### config.mk
export PLATFORM = sky130hd
export DESIGN_NAME = usb_packet_tx
export DESIGN_NICKNAME = d
export VERILOG_FILES = /design/src/rtl/usb_packet_tx.sv
export SDC_FILE = /design/constraint.sdc
export NUM_CORES = 1
export LEC_CHECK = 0
export CORE_MARGIN = 2
export CORE_UTILIZATION = 55
export CTS_CLUSTER_SIZE = 20
export DETAILED_ROUTE_END_ITERATION = 16
export GPL_TIMING_DRIVEN = 0
export PLACE_DENSITY = 0.82
export SLEW_MARGIN = 5
export SYNTH_ARGS = -nofsm -noshare
export SYNTH_HDL_FRONTEND = slang
export SYNTH_SLANG_ARGS = --single-unit
### constraint.sdc
create_clock -name clk -period 2.5 [get_ports clk]
set_input_delay 0.5 -clock clk [delete_from_list [all_inputs] [get_ports clk]]
set_output_delay 0.5 -clock clk [all_outputs]
set_load 0.005 [all_outputs]
### src/rtl/usb_packet_tx.sv
`default_nettype none
// ============================================================================
// Module   : usb_packet_tx
// Purpose  : Device-side USB packet transmitter. Frames handshake packets
//            (PID byte only) and data packets (PID, payload, CRC16) and
//            streams them byte by byte to the SIE transmit port.
// Ports    : clk, reset (sync, active-high)
//            send/pid/len        - packet request from the device controller
//            pl_data/pl_valid/pl_ready - payload from the endpoint buffer
//            tx_data/tx_valid/tx_ready - byte stream to the SIE
//            busy, done, err     - status (done/err are one-cycle pulses)
// Options  : USB_TX_PID_CHECK_EN - when defined, only ACK/NAK/STALL/DATA0/
//            DATA1 are accepted; anything else is rejected with err.
// Revision : 1.0 - initial release
// ============================================================================
module usb_packet_tx #(
    parameter int MAX_LEN = 64,
    localparam int LW = $clog2(MAX_LEN + 1)
) (
    input  logic          clk,
    input  logic          reset,
    input  logic          send,
    input  logic [3:0]    pid,
    input  logic [LW-1:0] len,
    input  logic [7:0]    pl_data,
    input  logic          pl_valid,
    output logic          pl_ready,
    output logic [7:0]    tx_data,
    output logic          tx_valid,
    input  logic          tx_ready,
    output logic          busy,
    output logic          done,
    output logic          err
);

    typedef enum logic [2:0] {
        S_IDLE   = 3'd0,
        S_PID    = 3'd1,
        S_DATA   = 3'd2,
        S_CRC_LO = 3'd3,
        S_CRC_HI = 3'd4
    } state_t;

    localparam logic [LW-1:0] c_max_len = LW'(MAX_LEN);
    localparam logic [LW-1:0] c_one     = LW'(1);
    localparam logic [LW-1:0] c_zero    = '0;

    state_t        r_state;
    logic [7:0]    r_hold;
    logic          r_full;
    logic [15:0]   r_crc;
    logic [LW-1:0] r_len;
    logic [LW-1:0] r_fetched;   // payload bytes pulled from the buffer
    logic [LW-1:0] r_sent;      // payload bytes placed on tx_data
    logic          r_is_data;

    logic          w_is_data;
    logic          w_pid_ok;
    logic          w_accept;
    logic          w_fetch;
    logic          w_avail;
    logic [7:0]    w_next_byte;
    logic [15:0]   w_crc_upd;
    logic [15:0]   w_crc_tx;

    // Reflected CRC16 (0xA001), data consumed LSB first.
    function automatic logic [15:0] crc16_byte(input logic [15:0] crc_in,
                                               input logic [7:0]  data);
        logic [15:0] c;
        c = crc_in;
        for (int i = 0; i < 8; i++) begin
            if (c[0] ^ data[i]) begin
                c = (c >> 1) ^ 16'hA001;
            end else begin
                c = c >> 1;
            end
        end
        return c;
    endfunction

`ifdef USB_TX_PID_CHECK_EN
    always_comb begin
        w_is_data = 1'b0;
        w_pid_ok  = 1'b0;
        case (pid)
            4'b0010, 4'b1010, 4'b1110: w_pid_ok = 1'b1;          // ACK, NAK, STALL
            4'b0011, 4'b1011: begin                             // DATA0, DATA1
                w_pid_ok  = 1'b1;
                w_is_data = 1'b1;
            end
            default: ;
        endcase
    end
`else
    assign w_is_data = (pid[1:0] == 2'b11);
    assign w_pid_ok  = 1'b1;
`endif

    assign w_accept = w_pid_ok && !(w_is_data && (len > c_max_len));

    // Depends on registers only so the buffer side never sees a comb loop.
    assign pl_ready = ((r_state == S_PID) || (r_state == S_DATA)) &&
                      !r_full && (r_fetched < r_len);

    assign w_fetch     = pl_valid && pl_ready;
    assign w_avail     = r_full || w_fetch;
    assign w_next_byte = r_full ? r_hold : pl_data;   // bypass when hold empty
    assign w_crc_upd   = crc16_byte(r_crc, pl_data);
    assign w_crc_tx    = ~r_crc;

    always_ff @(posedge clk) begin
        if (reset) begin
            r_state   <= S_IDLE;
            r_hold    <= 8'h00;
            r_full    <= 1'b0;
            r_crc     <= 16'hFFFF;
            r_len     <= c_zero;
            r_fetched <= c_zero;
            r_sent    <= c_zero;
            r_is_data <= 1'b0;
            tx_data   <= 8'h00;
            tx_valid  <= 1'b0;
            busy      <= 1'b0;
            done      <= 1'b0;
            err       <= 1'b0;
        end else begin
            done <= 1'b0;
            err  <= 1'b0;

            if (w_fetch) begin
                r_hold    <= pl_data;
                r_full    <= 1'b1;
                r_crc     <= w_crc_upd;
                r_fetched <= r_fetched + c_one;
            end

            case (r_state)
                S_IDLE: begin
                    if (send) begin
                        if (w_accept) begin
                            tx_data   <= {~pid, pid};
                            tx_valid  <= 1'b1;
                            busy      <= 1'b1;
                            r_crc     <= 16'hFFFF;
                            r_fetched <= c_zero;
                            r_sent    <= c_zero;
                            r_full    <= 1'b0;
                            r_len     <= w_is_data ? len : c_zero;
                            r_is_data <= w_is_data;
                            r_state   <= S_PID;
                        end else begin
                            err <= 1'b1;
                        end
                    end
                end

                S_PID, S_DATA: begin
                    if (tx_ready) begin
                        if ((r_state == S_PID) && !r_is_data) begin
                            tx_valid <= 1'b0;
                            busy     <= 1'b0;
                            done     <= 1'b1;
                            r_state  <= S_IDLE;
                        end else if (r_sent == r_len) begin
                            // Payload exhausted (or zero-length): CRC follows.
                            tx_data <= w_crc_tx[7:0];
                            r_state <= S_CRC_LO;
                        end else if (w_avail) begin
                            // Clearing full also covers the bypass case.
                            tx_data <= w_next_byte;
                            r_full  <= 1'b0;
                            r_sent  <= r_sent + c_one;
                            r_state <= S_DATA;
                        end else begin
                            // Underrun: drop tx_valid so the SIE ends the packet.
                            tx_valid <= 1'b0;
                            busy     <= 1'b0;
                            err      <= 1'b1;
                            r_state  <= S_IDLE;
                        end
                    end
                end

                S_CRC_LO: begin
                    if (tx_ready) begin
                        tx_data <= w_crc_tx[15:8];
                        r_state <= S_CRC_HI;
                    end
                end

                S_CRC_HI: begin
                    if (tx_ready) begin
                        tx_valid <= 1'b0;
                        busy     <= 1'b0;
                        done     <= 1'b1;
                        r_state  <= S_IDLE;
                    end
                end

                default: r_state <= S_IDLE;
            endcase
        end
    end

endmodule
`default_nettype wire

==> impl_metrics.env <==
export IMPL_status="complete, no violations"
export IMPL_ant_nets=0
export IMPL_portBuffers=35
export IMPL_synth_top_cell_area_share_pct=37.6
export IMPL_critPathKind="input port to flop"
export IMPL_start_util_pct=57.9
export IMPL_arrival_ns=2.62
export IMPL_area_delta_synth_final_pct=19.6
export IMPL_nFillCells=492
export IMPL_vias=3135
export IMPL_most_common_layout_cells="nand2_1, dfxtp_1, a21oi_1"
export IMPL_drc=0
export IMPL_drive_gt1_share_pct=9.82
export IMPL_dr_first_iter_drc_count=239
export IMPL_power_density_nw_per_um2=609
export IMPL_cts_sinks=61
export IMPL_whs_endpoint="tx_data[2]"
export IMPL_tritoncts="done"
export IMPL_place_congestion=0.910
export IMPL_grt_pass1_vias=2991
export IMPL_max_freq_ghz=0.415
export IMPL_final_cells=520
export IMPL_whs_path_depth=2
export IMPL_grtUsageTotal_pct=28.5
export IMPL_synthFlopType="dfxtp_1"
export IMPL_startpoint_type="input port"
export IMPL_place_inst=505
export IMPL_overflow=0
export IMPL_ys_ff_latch=61
export IMPL_syn_area_um2=3250
export IMPL_ff2ff_path_depth=7
export IMPL_cp_max_fo=10
export IMPL_p_total_uw=2370
export IMPL_wl_mm=8.57
export IMPL_grt_max_degree=11
export IMPL_post_route_period_util_pct=96.5
export IMPL_clk_insertion_delay_late_ns=0.35
export IMPL_clk_pin_slew_ns=0.07
export IMPL_tightest_slew_ns=0.714
export IMPL_die_w_um=80.9
export IMPL_synthTopCellsByArea="dfxtp_1, nand2_1, a21oi_1, xor2_1, nor2_1"
export IMPL_ys_warn_count=0
export IMPL_leakagePower_uw=0.00149
export IMPL_clk_path_buf_depth=2
export IMPL_ys_types=51
export IMPL_die_area_um2=6540
export IMPL_cp_end_kind="flop"
export IMPL_htreeDepth=3
export IMPL_hpwl_mm=6.28
export IMPL_hold_buffers=0
export IMPL_clockRootBuffer="clkbuf_8"
export IMPL_syn_inst=398
export IMPL_numCtsBuffers=9
export IMPL_finalHoldViolCount=0
export IMPL_required_ns=2.71
export IMPL_antenna_cells=0
export IMPL_setup_viol=0
export IMPL_antenna_found_initial=0
export IMPL_die_h_um=80.9
export IMPL_ios=37
export IMPL_drv_slew=0
export IMPL_worstHoldStart="reset"
export IMPL_rr_endpoint="r_crc[14]"
export IMPL_vias_per_cell=6.03
export IMPL_drt_first_pass_iters=5
export IMPL_synthArstFlopShare_pct=0
export IMPL_fin_crit_ns=2.41
export IMPL_vdd_drop_max_v=0.000367
export IMPL_grt_pass1_wl_mm=14.1
export IMPL_skew_ns=0.0109
export IMPL_avgSynthCellArea_um2=8.16
export IMPL_drv_cap=0
export IMPL_final_net_count=477
export IMPL_synth_area_leader_cell="dfxtp_1"
export IMPL_reg2reg_slack_ns=0.15
export IMPL_rsz0062_at_grt="true"
export IMPL_routedWlPerCell_um=16.5
export IMPL_min_path_type="input port to flop"
export IMPL_row_count=27
export IMPL_synth_edf_count=0
export IMPL_synth_nets=430
export IMPL_rr_startpoint="r_state[0]"
export IMPL_coreArea_um2=5610
export IMPL_synth_seq_area_share_pct=37.6
export IMPL_relSlewSlack_pct=52.4
-- worst max-delay path, cell delays in order --
cell             delay, ns
clkdlybuf4s50_1       0.59
nand3_1               0.14
a211oi_2              0.32
a221o_1               0.24
nor2_1                0.09
nor2_2                0.31
buf_2                 0.30
o211ai_1              0.12
-- state kept, by name (all words and copies together), names as in the netlist --
| signal | count |
|---|---|
| r_hold | 8 |
| err | 1 |
| r_crc | 16 |
| tx_data | 8 |
| done | 1 |
| r_is_data | 1 |
| r_sent | 7 |
| r_state | 3 |
| r_len | 7 |
| r_full | 1 |
| r_fetched | 7 |
| busy | 1 |
-- kinds of logic after synthesis --
family	Yosys count	share of synthesized area, %
flip-flops	61	37.6
AO/OA/AOI/OAI	101	20.1
buffers and inverters	34	4.66
AND/OR/NAND/NOR	152	21.6
multiplexers	10	3.16
XOR/XNOR	32	9.75
adder cells (fa/ha/maj)	8	3.08
-- cells in the mapped netlist (all sizes together) (2+ instances only) --
| master | instances |
|---|---|
| o22ai | 5 |
| ha | 8 |
| xor2 | 18 |
| clkbuf | 9 |
| o221ai | 4 |
| xnor2 | 12 |
| nor3 | 8 |
| a21oi | 37 |
| o31ai | 6 |
| nand3 | 12 |
| o211ai | 8 |
| a311oi | 8 |
| nand3b | 3 |
| a211oi | 3 |
| nand2 | 60 |
| nor2 | 36 |
| nand4 | 5 |
| nand2b | 6 |
| and2 | 6 |
| mux2 | 2 |
| buf | 13 |
| dfxtp | 61 |
| inv | 12 |
| or3 | 5 |
| o21ai | 19 |
| mux2i | 8 |
| or4 | 5 |
| nor4 | 3 |
| a211o | 2 |
| a21o | 2 |
| xnor3 | 2 |
-- routing by layer --
metal | wire, um | track usage, % | up-vias
met2 | 4090 | 46.0 | 113
met3 | 657 | 8.67 | 29
met1 | 3570 | 34.7 | 1483
met4 | 250 | 13.6 | 0
met5 | 0 | 0 | -
li1 | - | - | 1510
-- worst max path at each step --
stage / start / to / slack, ns / cells past startpoint
2_1_floorplan: r_len[4] / pl_ready / 0.40 / 7
3_3_place_gp: len[0] / tx_data[1] / -0.46 / 8
3_5_place_dp: len[0] / tx_data[0] / -0.48 / 8
4_1_cts: len[0] / r_sent[1] / 0.07 / 8
5_1_grt: r_len[6] / r_hold[4] / -0.002 / 8
6_report: pid[0] / r_crc[14] / 0.09 / 8
-- what timing repair did --
item | in CTS | in global routing
resized for setup | 9 | 8
cloned | 0 | 0
pin swaps | 2 | 1
buffers inserted | 1 | 0
setup endpoints to repair | 10 | 17
-- layout make-up --
cell class | count | area, um2 | share of cell area (%)
Sequential cell | 61 | 1220 | 31.5
Buffer | 22 | 110 | 2.84
Inverter | 12 | 45.0 | 1.16
Multi-Input combinational cell | 303 | 1900 | 48.9
Tap cell | 72 | 90.1 | 2.32
Clock inverter | 2 | 10.0 | 0.258
Timing Repair Buffer | 36 | 353 | 9.09
Clock buffer | 12 | 155 | 3.99
-- stage by stage --
| step | instance area (um2) | setup TNS [ns] | hold WS [ns] | util (%) | worst slack, ns |
|---|---|---|---|---|---|
| floorplan | 3250 | 0 | 0.436 | - | 0.405 |
| global placement | 3690 | -11.76 | 0.441 | 65.8 | -0.464 |
| detailed placement | 3690 | -12.22 | 0.446 | 65.8 | -0.481 |
| CTS | 3870 | 0 | 0.414 | 69.1 | 0.0723 |
| global route | 3880 | -0.00172 | 0.425 | 69.3 | -0.00172 |
| finish | 3880 | 0 | 0.421 | 69.3 | 0.0875 |
-- power by group --
part	total, uW	switching (uW)	internal (uW)
sequential	1050	34.4	1020
clock	776	377	399
combinational	539	297	242
total	2370	709	1660
Power figures use the tool's default switching activity.
